<file path="src/rtl/dmem_arb_pkg.sv">
// dmem_arb_pkg -- owner encodings for the data-memory arbiter.
// These encodings are also the values of the arbiter's debug "owner" port,
// so the processor debug build shares this package to decode it.
package dmem_arb_pkg;

    typedef logic [1:0] owner_t;

    localparam owner_t OWN_IDLE = 2'b00;
    localparam owner_t OWN_CPU  = 2'b01;
    localparam owner_t OWN_DMA  = 2'b10;

endpackage

</file>
<file path="src/rtl/dmem_arb_hold_cnt.sv">
// dmem_arb_hold_cnt -- saturating counter of DMA accesses issued while the
// CPU is kept waiting.
// Ports:
//   clk     in   clock, posedge
//   rst     in   synchronous reset, active low
//   clr     in   clear (owner change); wins over inc
//   inc     in   count one DMA access
//   cnt     out  current count, 0..MAX_HOLD
//   at_max  out  cnt has reached MAX_HOLD
module dmem_arb_hold_cnt #(
    parameter int MAX_HOLD = 8,
    parameter int CW       = $clog2(MAX_HOLD + 1)
) (
    input  logic          clk,
    input  logic          rst,
    input  logic          clr,
    input  logic          inc,
    output logic [CW-1:0] cnt,
    output logic          at_max
);

    assign at_max = (cnt == CW'(MAX_HOLD));

    always_ff @(posedge clk) begin
        if (!rst)
            cnt <= '0;
        else if (clr)
            cnt <= '0;
        else if (inc && !at_max)
            cnt <= cnt + CW'(1);
    end

endmodule

</file>
<file path="src/rtl/dmem_arbiter.sv">
// dmem_arbiter -- shares the single data-memory port between the CPU
// load/store path and a DMA/loader master. A registered owner decides who may
// issue in the current cycle; the next owner is chosen at cycle end. Memory
// reads have one cycle of latency, so each ack is the registered issue strobe
// and read data is wired straight from memory.
//
// Build option: DMEM_ARB_RR_EN
//   undefined: fixed priority, CPU wins every contest (DMA may starve).
//   defined:   round-robin between the two requesters.
//
// Ports:
//   clk, rst                      clock; synchronous active-low reset
//   cpu_req/we/addr/wdata         CPU access request
//   cpu_rdata, cpu_ack, cpu_stall CPU response; stall = req while not owner
//   dma_req/lock/we/addr/wdata    DMA access request; lock holds a burst
//   dma_rdata, dma_ack            DMA response
//   mem_addr/we/wdata, mem_rdata  memory port (1-cycle read latency)
//   owner                         current owner (debug)
module dmem_arbiter #(
    parameter int AW       = 16,
    parameter int DW       = 16,
    parameter int MAX_HOLD = 8
) (
    input  logic          clk,
    input  logic          rst,
    input  logic          cpu_req,
    input  logic          cpu_we,
    input  logic [AW-1:0] cpu_addr,
    input  logic [DW-1:0] cpu_wdata,
    output logic [DW-1:0] cpu_rdata,
    output logic          cpu_ack,
    output logic          cpu_stall,
    input  logic          dma_req,
    input  logic          dma_lock,
    input  logic          dma_we,
    input  logic [AW-1:0] dma_addr,
    input  logic [DW-1:0] dma_wdata,
    output logic [DW-1:0] dma_rdata,
    output logic          dma_ack,
    output logic [AW-1:0] mem_addr,
    output logic          mem_we,
    output logic [DW-1:0] mem_wdata,
    input  logic [DW-1:0] mem_rdata,
    output logic [1:0]    owner
);
    import dmem_arb_pkg::*;

    localparam int CW = $clog2(MAX_HOLD + 1);
    localparam logic [CW-1:0] HOLD_LAST = CW'(MAX_HOLD - 1);

    owner_t        owner_q;
    owner_t        owner_d;
    owner_t        tie_owner;
    logic          cpu_issue;
    logic          dma_issue;
    logic          hold_ok;
    logic [CW-1:0] hold_cnt;
    logic          hold_at_max;

    // Issue strobes are gated by reset so nothing reaches memory, and no ack
    // is generated, while reset is held.
    assign cpu_issue = rst && (owner_q == OWN_CPU) && cpu_req;
    assign dma_issue = rst && (owner_q == OWN_DMA) && dma_req;

    assign cpu_stall = cpu_req && (!rst || (owner_q != OWN_CPU));
    assign owner     = owner_q;
    assign cpu_rdata = mem_rdata;
    assign dma_rdata = mem_rdata;

    always_comb begin
        mem_we    = 1'b0;
        mem_addr  = '0;
        mem_wdata = '0;
        if (cpu_issue) begin
            mem_we    = cpu_we;
            mem_addr  = cpu_addr;
            mem_wdata = cpu_wdata;
        end else if (dma_issue) begin
            mem_we    = dma_we;
            mem_addr  = dma_addr;
            mem_wdata = dma_wdata;
        end
    end

`ifdef DMEM_ARB_RR_EN
    // Who issued most recently; an IDLE tie goes to the other requester.
    logic last_dma;

    always_ff @(posedge clk) begin
        if (!rst)
            last_dma <= 1'b0;
        else if (cpu_issue)
            last_dma <= 1'b0;
        else if (dma_issue)
            last_dma <= 1'b1;
    end

    assign tie_owner = last_dma ? OWN_CPU : OWN_DMA;
`else
    assign tie_owner = OWN_CPU;
`endif

    // The access being issued this cycle is counted as well: a locked DMA may
    // keep the port only while this access is not yet its MAX_HOLD-th one.
    assign hold_ok = !hold_at_max && (hold_cnt != HOLD_LAST);

    always_comb begin
        owner_d = owner_q;
        case (owner_q)
            OWN_IDLE: begin
                if (cpu_req && dma_req) owner_d = tie_owner;
                else if (cpu_req)       owner_d = OWN_CPU;
                else if (dma_req)       owner_d = OWN_DMA;
            end
            OWN_CPU: begin
                if (!cpu_req)
                    owner_d = dma_req ? OWN_DMA : OWN_IDLE;
`ifdef DMEM_ARB_RR_EN
                else if (dma_req)
                    owner_d = OWN_DMA;
`endif
            end
            OWN_DMA: begin
                if (!dma_req)
                    owner_d = cpu_req ? OWN_CPU : OWN_IDLE;
                else if (cpu_req && !(dma_lock && hold_ok))
                    owner_d = OWN_CPU;
            end
            default: owner_d = OWN_IDLE;
        endcase
    end

    always_ff @(posedge clk) begin
        if (!rst) begin
            owner_q <= OWN_IDLE;
            cpu_ack <= 1'b0;
            dma_ack <= 1'b0;
        end else begin
            owner_q <= owner_d;
            cpu_ack <= cpu_issue;
            dma_ack <= dma_issue;
        end
    end

    dmem_arb_hold_cnt #(
        .MAX_HOLD(MAX_HOLD),
        .CW      (CW)
    ) u_hold_cnt (
        .clk   (clk),
        .rst   (rst),
        .clr   (owner_d != owner_q),
        .inc   (dma_issue && cpu_req),
        .cnt   (hold_cnt),
        .at_max(hold_at_max)
    );

endmodule
</file>
<file path="config.mk">
export PLATFORM = sky130hd
export DESIGN_NAME = dmem_arbiter
export DESIGN_NICKNAME = d
export VERILOG_FILES = /design/src/rtl/dmem_arb_pkg.sv /design/src/rtl/dmem_arb_hold_cnt.sv /design/src/rtl/dmem_arbiter.sv
export SDC_FILE = /design/constraint.sdc
export NUM_CORES = 1
export LEC_CHECK = 0
export CAP_MARGIN = 25
export CORE_MARGIN = 2
export CORE_UTILIZATION = 25
export CTS_BUF_LIST = sky130_fd_sc_hd__clkbuf_4 sky130_fd_sc_hd__clkbuf_8
export CTS_CLUSTER_SIZE = 30
export DETAILED_ROUTE_END_ITERATION = 16
export PLACE_DENSITY = 0.95
export SLEW_MARGIN = 25
export SYNTH_ARGS = -nofsm -noshare
export SYNTH_HDL_FRONTEND = slang
export SYNTH_SLANG_ARGS = --single-unit
</file>
<file path="constraint.sdc">
create_clock -name clk -period 3.8 [get_ports clk]
set_input_delay 0.76 -clock clk [delete_from_list [all_inputs] [get_ports clk]]
set_output_delay 0.76 -clock clk [all_outputs]
set_load 0.03 [all_outputs]
</file>
==> impl_metrics.tcl, run 1 <==
set metrics [dict create \
    outcome "finished clean" \
    avgSynthCellArea_um2 8.57 \
    start_kind "input pin" \
    ys_warn_count 0 \
    min_path_type "reg2reg" \
    cts.sink_count 8 \
    relSlewSlack 0.770 \
    yosysMostFrequentCell "buf_4" \
    vias 1116 \
    powerDensity_nw_per_um2 178 \
    drv_slew 0 \
    antenna_found_initial 0 \
    grt_overflow 0 \
    synthTopCellsByCount "34 x buf_4, 33 x a22o_1, 8 x dfxtp_1, 5 x buf_6, 4 x inv_1" \
    postCtsSetupRepairBufs 0 \
    ys.flop_type "dfxtp_1" \
    setup.worst_path.end "mem_addr[4]" \
    synth_top_area_cell "a22o_1" \
    synth_cell_types 27 \
    detail_route.wl_per_cell_um 12.9 \
    end_kind "output port" \
    min_period_ns 3.28 \
    pwr-share-seq 0.272 \
    ctsHoldBuffers 0 \
    gp_congestion 0.831 \
    clk_pin_slew_ns 0.04 \
    rsz0062_at_grt "false" \
    worstMarginPinSlew_ns 0.345 \
    die_area_um2 4530 \
    dr.pass1.iters 4 \
    tritoncts "built" \
    rrSetupSlack_ns 2.26 \
    power_frac_clock 0.308 \
    setup_violations 0 \
    rr_startpoint "owner[1]$_SDFF_PN0_" \
    synthesis.area_um2 1000 \
    reg2reg_depth 5 \
    fmax_ghz 0.305 \
    first_iter_violations 7 \
    p_leak_nw 0.773 \
    vias_per_cell 4.65 \
    grt_pass1_wl_um 4330 \
    antenna_left 0 \
    cts-root-buf "clkbuf_8" \
    grt.total_usage 0.122 \
    synthCells 117 \
    boundaryPins 157 \
    ys_ff_latch 8 \
    cts-resized-gates 0 \
    die-height_um 67.3 \
    fin_worst_skew_ns 0.000662 \
    synth-edff-count 0 \
    cts_buffers 3 \
    ys_seq_area_frac 0.160 \
    vdd_ir_drop_max_mv 0.238 \
    drt_drc_violations_left 0 \
    power_switching_mw 0.0820 \
    fin_crit_sh 0.863 \
    yosysTopAreaCellShare 0.288 \
    worstPathMaxFanout 18 \
    async_flop_share 0 \
    core_area_um2 3910 \
    die_x_um 67.3 \
    hpwl_um 2570 \
    drive_gt1_frac 0.226 \
    swShare 0.253 \
    clockBufferDepth 2 \
    r2r-end "u_hold_cnt.cnt[2]$_SDFFE_PP0P_" \
    first_global_vias 1008 \
    crit_type "in2out" \
    port_buffers 108 \
    core.rowCount 23 \
    cap_violations 0 \
    clk_latency_ns 0.23 \
    antenna_cells 0 \
    nNetsFinal 281 \
    wl_um 3100 \
    hold_violations 0 \
    startpoint "cpu_req" \
    start_util 0.256 \
    cp.required_ns 3.04 \
    layout_setup_ws_ns 0.521 \
    worst_ep_arrival_time_ns 2.52 \
    synthToLayoutAreaGrowth_pct 81.4 \
    synth_fp_nets 206 \
    dp_slack_ns 0.516 \
    power.internal_mw 0.242 \
    tns_ns 0 \
    pwr-share-comb 0.420 \
    grt_max_degree 21 \
    synthTopCellsByArea "a22o_1 29%, buf_4 25%, dfxtp_1 16%" \
    cts_max_level 1 \
]
## cell type report
cell class / count / area (um2)
fill: 388 / 2100
timing repair buffer: 111 / 1030
multi-input combinational: 63 / 502
sequential: 8 / 160
tap: 50 / 62.6
clock buffer: 3 / 41.3
inverter: 5 / 18.8
## cells in the final DEF, fill, tap and decap left out
cell             instances
dfxtp_1                  8
a21oi_1                  2
clkbuf_8                 3
ha_1                     2
and4b_1                  1
nand3_1                  3
nor4_1                   1
a221oi_1                 1
nand4_1                  1
mux2i_1                  1
a41o_1                   1
o21a_2                   1
clkdlybuf4s50_1         75
xnor2_1                  1
a31oi_1                  2
and4b_2                  1
and3_1                   1
inv_1                    4
a211o_1                  1
nor2_1                   3
a21oi_2                  1
nand2_1                  3
inv_2                    1
buf_12                   1
buf_4                   35
nand3b_1                 2
xor2_1                   1
a22o_1                  33
## metrics by stage
step	util	cell area (um2)	hold WS, ns	power, mW	cells
finish	0.465	1820	0.500	0.324	240
detailed placement	0.454	1780	0.491	0.226	237
CTS	0.465	1820	0.499	0.329	240
global placement	0.454	1780	0.488	0.225	237
floorplan	-	1000	0.469	0.197	117
global route	0.465	1820	0.525	0.343	240
## flip-flops by register name (all words and copies together) (netlist names)
signal,flops
owner,2
u_hold_cnt.cnt,4
cpu_ack,1
dma_ack,1
## cells by family after synthesis
logic type,after synthesis,share of synthesized area
flip-flops,8,0.160
XOR/XNOR,2,0.0175
AND/OR/NAND/NOR,16,0.0924
buffers and inverters,46,0.340
multiplexers,1,0.00999
adder cells (fa/ha/maj),2,0.0250
AO/OA/AOI/OAI,42,0.356
## critical path: stages
cell             delay [ns]
clkdlybuf4s50_1        0.60
and4b_2                0.50
buf_4                  0.29
a22o_1                 0.19
buf_4                  0.16
## layer usage
| metal | vias to the layer above | track usage | share of wire |
|---|---|---|---|
| li1 | 553 | - | - |
| met1 | 491 | 0.123 | 0.35 |
| met2 | 66 | 0.224 | 0.51 |
| met3 | 6 | 0.0467 | 0.12 |
| met4 | 0 | 0.0510 | 0.014 |
| met5 | - | 0 | 0 |
## power by group through the flow
stage               clock [mW]  sequential, mW  combinational [mW]
global route             0.111          0.0880               0.144
CTS                      0.104          0.0879               0.137
global placement             0          0.0892               0.135
finish                  0.0999          0.0880               0.136
detailed placement           0          0.0893               0.137
floorplan                    0          0.0920               0.105
## worst min-delay path by stage
stage | start | to | slack [ns] | depth (start not counted)
floorplan | u_hold_cnt.cnt[2]$_SDFFE_PP0P_ | u_hold_cnt.cnt[2]$_SDFFE_PP0P_ | 0.47 | 2
global placement | u_hold_cnt.cnt[2]$_SDFFE_PP0P_ | u_hold_cnt.cnt[2]$_SDFFE_PP0P_ | 0.49 | 2
detailed placement | u_hold_cnt.cnt[2]$_SDFFE_PP0P_ | u_hold_cnt.cnt[2]$_SDFFE_PP0P_ | 0.49 | 2
CTS | u_hold_cnt.cnt[2]$_SDFFE_PP0P_ | u_hold_cnt.cnt[2]$_SDFFE_PP0P_ | 0.50 | 2
global route | u_hold_cnt.cnt[2]$_SDFFE_PP0P_ | u_hold_cnt.cnt[2]$_SDFFE_PP0P_ | 0.52 | 2
finish | u_hold_cnt.cnt[2]$_SDFFE_PP0P_ | u_hold_cnt.cnt[2]$_SDFFE_PP0P_ | 0.50 | 2
Note: power is estimated with default switching activity, not from simulation.
==> run 2: changes to the inputs <==
- CORE_MARGIN: 2 -> not set
==> impl_metrics.tcl, run 2 (same netlist as run 1, synthesis figures left out) <==
set metrics [dict create \
    powerDensity_nw_per_um2 179 \
    synthToLayoutAreaGrowth_pct 80.4 \
    tritoncts "built" \
    layout_common_cells "75 x clkdlybuf4s50_1, 34 x buf_4, 33 x a22o_1, 8 x dfxtp_1, 4 x inv_1" \
    cts.sink_count 8 \
    cts-root-buf "clkbuf_8" \
    hold_violations 0 \
    core.rowCount 22 \
    detail_route.wl_per_cell_um 13.4 \
    cts_buffers 3 \
    worstPathMaxFanout 35 \
    cp.required_ns 3.04 \
    boundaryPins 157 \
    dr.pass1.iters 4 \
    tns_ns 0 \
    drv_slew 0 \
    fmax_ghz 0.305 \
    outcome "finished clean" \
    wl_um 3180 \
    cap_violations 0 \
    placedCellCount 234 \
    clk_latency_ns 0.22 \
    first_iter_violations 15 \
    die_area_um2 4270 \
    vias 1115 \
    die-height_um 65.3 \
    worstMarginPinSlew_ns 0.660 \
    setup_violations 0 \
    clockBufferDepth 2 \
    worst_ep_arrival_time_ns 2.52 \
    grt_max_degree 36 \
    antenna_found_initial 0 \
    multi_input_area_um2 502 \
    first_global_vias 1039 \
    ctsHoldBuffers 0 \
    worstHoldPathCells 2 \
    cts-resized-gates 0 \
    grt_pass1_wl_um 4640 \
    seqCellArea_um2 160 \
    largest_register "u_hold_cnt.cnt" \
    start_util 0.268 \
    vdd_ir_drop_max_mv 0.187 \
    end_kind "output port" \
    fin_worst_skew_ns 0.00212 \
    largest_reg_flops 4 \
    drt_drc_violations_left 0 \
    grt.total_usage 0.139 \
    final_common_cell "clkdlybuf4s50_1" \
    core_area_um2 3740 \
    drive_gt1_frac 0.222 \
    hpwl_um 2610 \
    port_buffers 108 \
    postCtsSetupRepairBufs 0 \
    vias_per_cell 4.70 \
    rsz0062_at_grt "false" \
    relSlewSlack 0.560 \
    start_kind "input pin" \
    crit_type "in2out" \
    antenna_cells 0 \
    grt_overflow 0 \
    fin_crit_sh 0.863 \
    reg2reg_depth 5 \
    p_leak_nw 0.768 \
    min_path_type "reg2reg" \
    final-instance-count-excl-fill 237 \
    min_period_ns 3.28 \
    n_fill_cell 370 \
    gp_congestion 0.789 \
    cts_max_level 1 \
    die_x_um 65.3 \
    antenna_left 0 \
    clk_pin_slew_ns 0.04 \
    nNetsFinal 280 \
]
## run 2: cell types whose count changed in the layout (fill, tap and decap cells not counted)
cell / delta
buf_4: -1
## run 2: final timing paths
path	from	to	slack, ns
worst max-delay path	cpu_req	mem_addr[15]	0.52
worst min-delay path	u_hold_cnt.cnt[2]$_SDFFE_PP0P_	u_hold_cnt.cnt[2]$_SDFFE_PP0P_	0.51
worst max register to register	owner[1]$_SDFF_PN0_	u_hold_cnt.cnt[3]$_SDFFE_PP0P_	2.14
worst min register to register	u_hold_cnt.cnt[2]$_SDFFE_PP0P_	u_hold_cnt.cnt[2]$_SDFFE_PP0P_	0.51
## run 2: power breakdown
part           leakage, nW  internal, mW  switching [mW]  total, mW
sequential          0.0650        0.0860         0.00207     0.0880
combinational        0.681        0.0873          0.0488      0.136
clock               0.0216        0.0684          0.0312     0.0996
## run 2: worst max-delay path: stages
cell and delay [ns]:
clkdlybuf4s50_1 0.60, and4b_2 0.72, a22o_1 0.30, buf_12 0.13
## run 2: stage by stage
stage / power (mW) / area, um2 / util / setup slack [ns] / hold WS [ns]
global route: 0.340 / 1810 / 0.483 / 0.423 / 0.544
finish: 0.324 / 1810 / 0.483 / 0.522 / 0.506
floorplan: 0.197 / 1000 / - / 1.32 / 0.469
CTS: 0.327 / 1810 / 0.483 / 0.513 / 0.503
global placement: 0.225 / 1770 / 0.472 / 0.541 / 0.486
detailed placement: 0.226 / 1770 / 0.472 / 0.516 / 0.497
## run 2: final cells by class
class / instances / area share
repair buffers: 110 / 0.567
multi-input cells: 63 / 0.278
flip-flops and latches: 8 / 0.0886
well taps: 48 / 0.0332
clock buffers: 3 / 0.0228
inverters: 5 / 0.0104
## run 2: per-layer routing
layer,track usage,wire [um]
met5,0,0
met4,0.0163,4
met3,0.0590,373
met2,0.259,1570
met1,0.147,1230
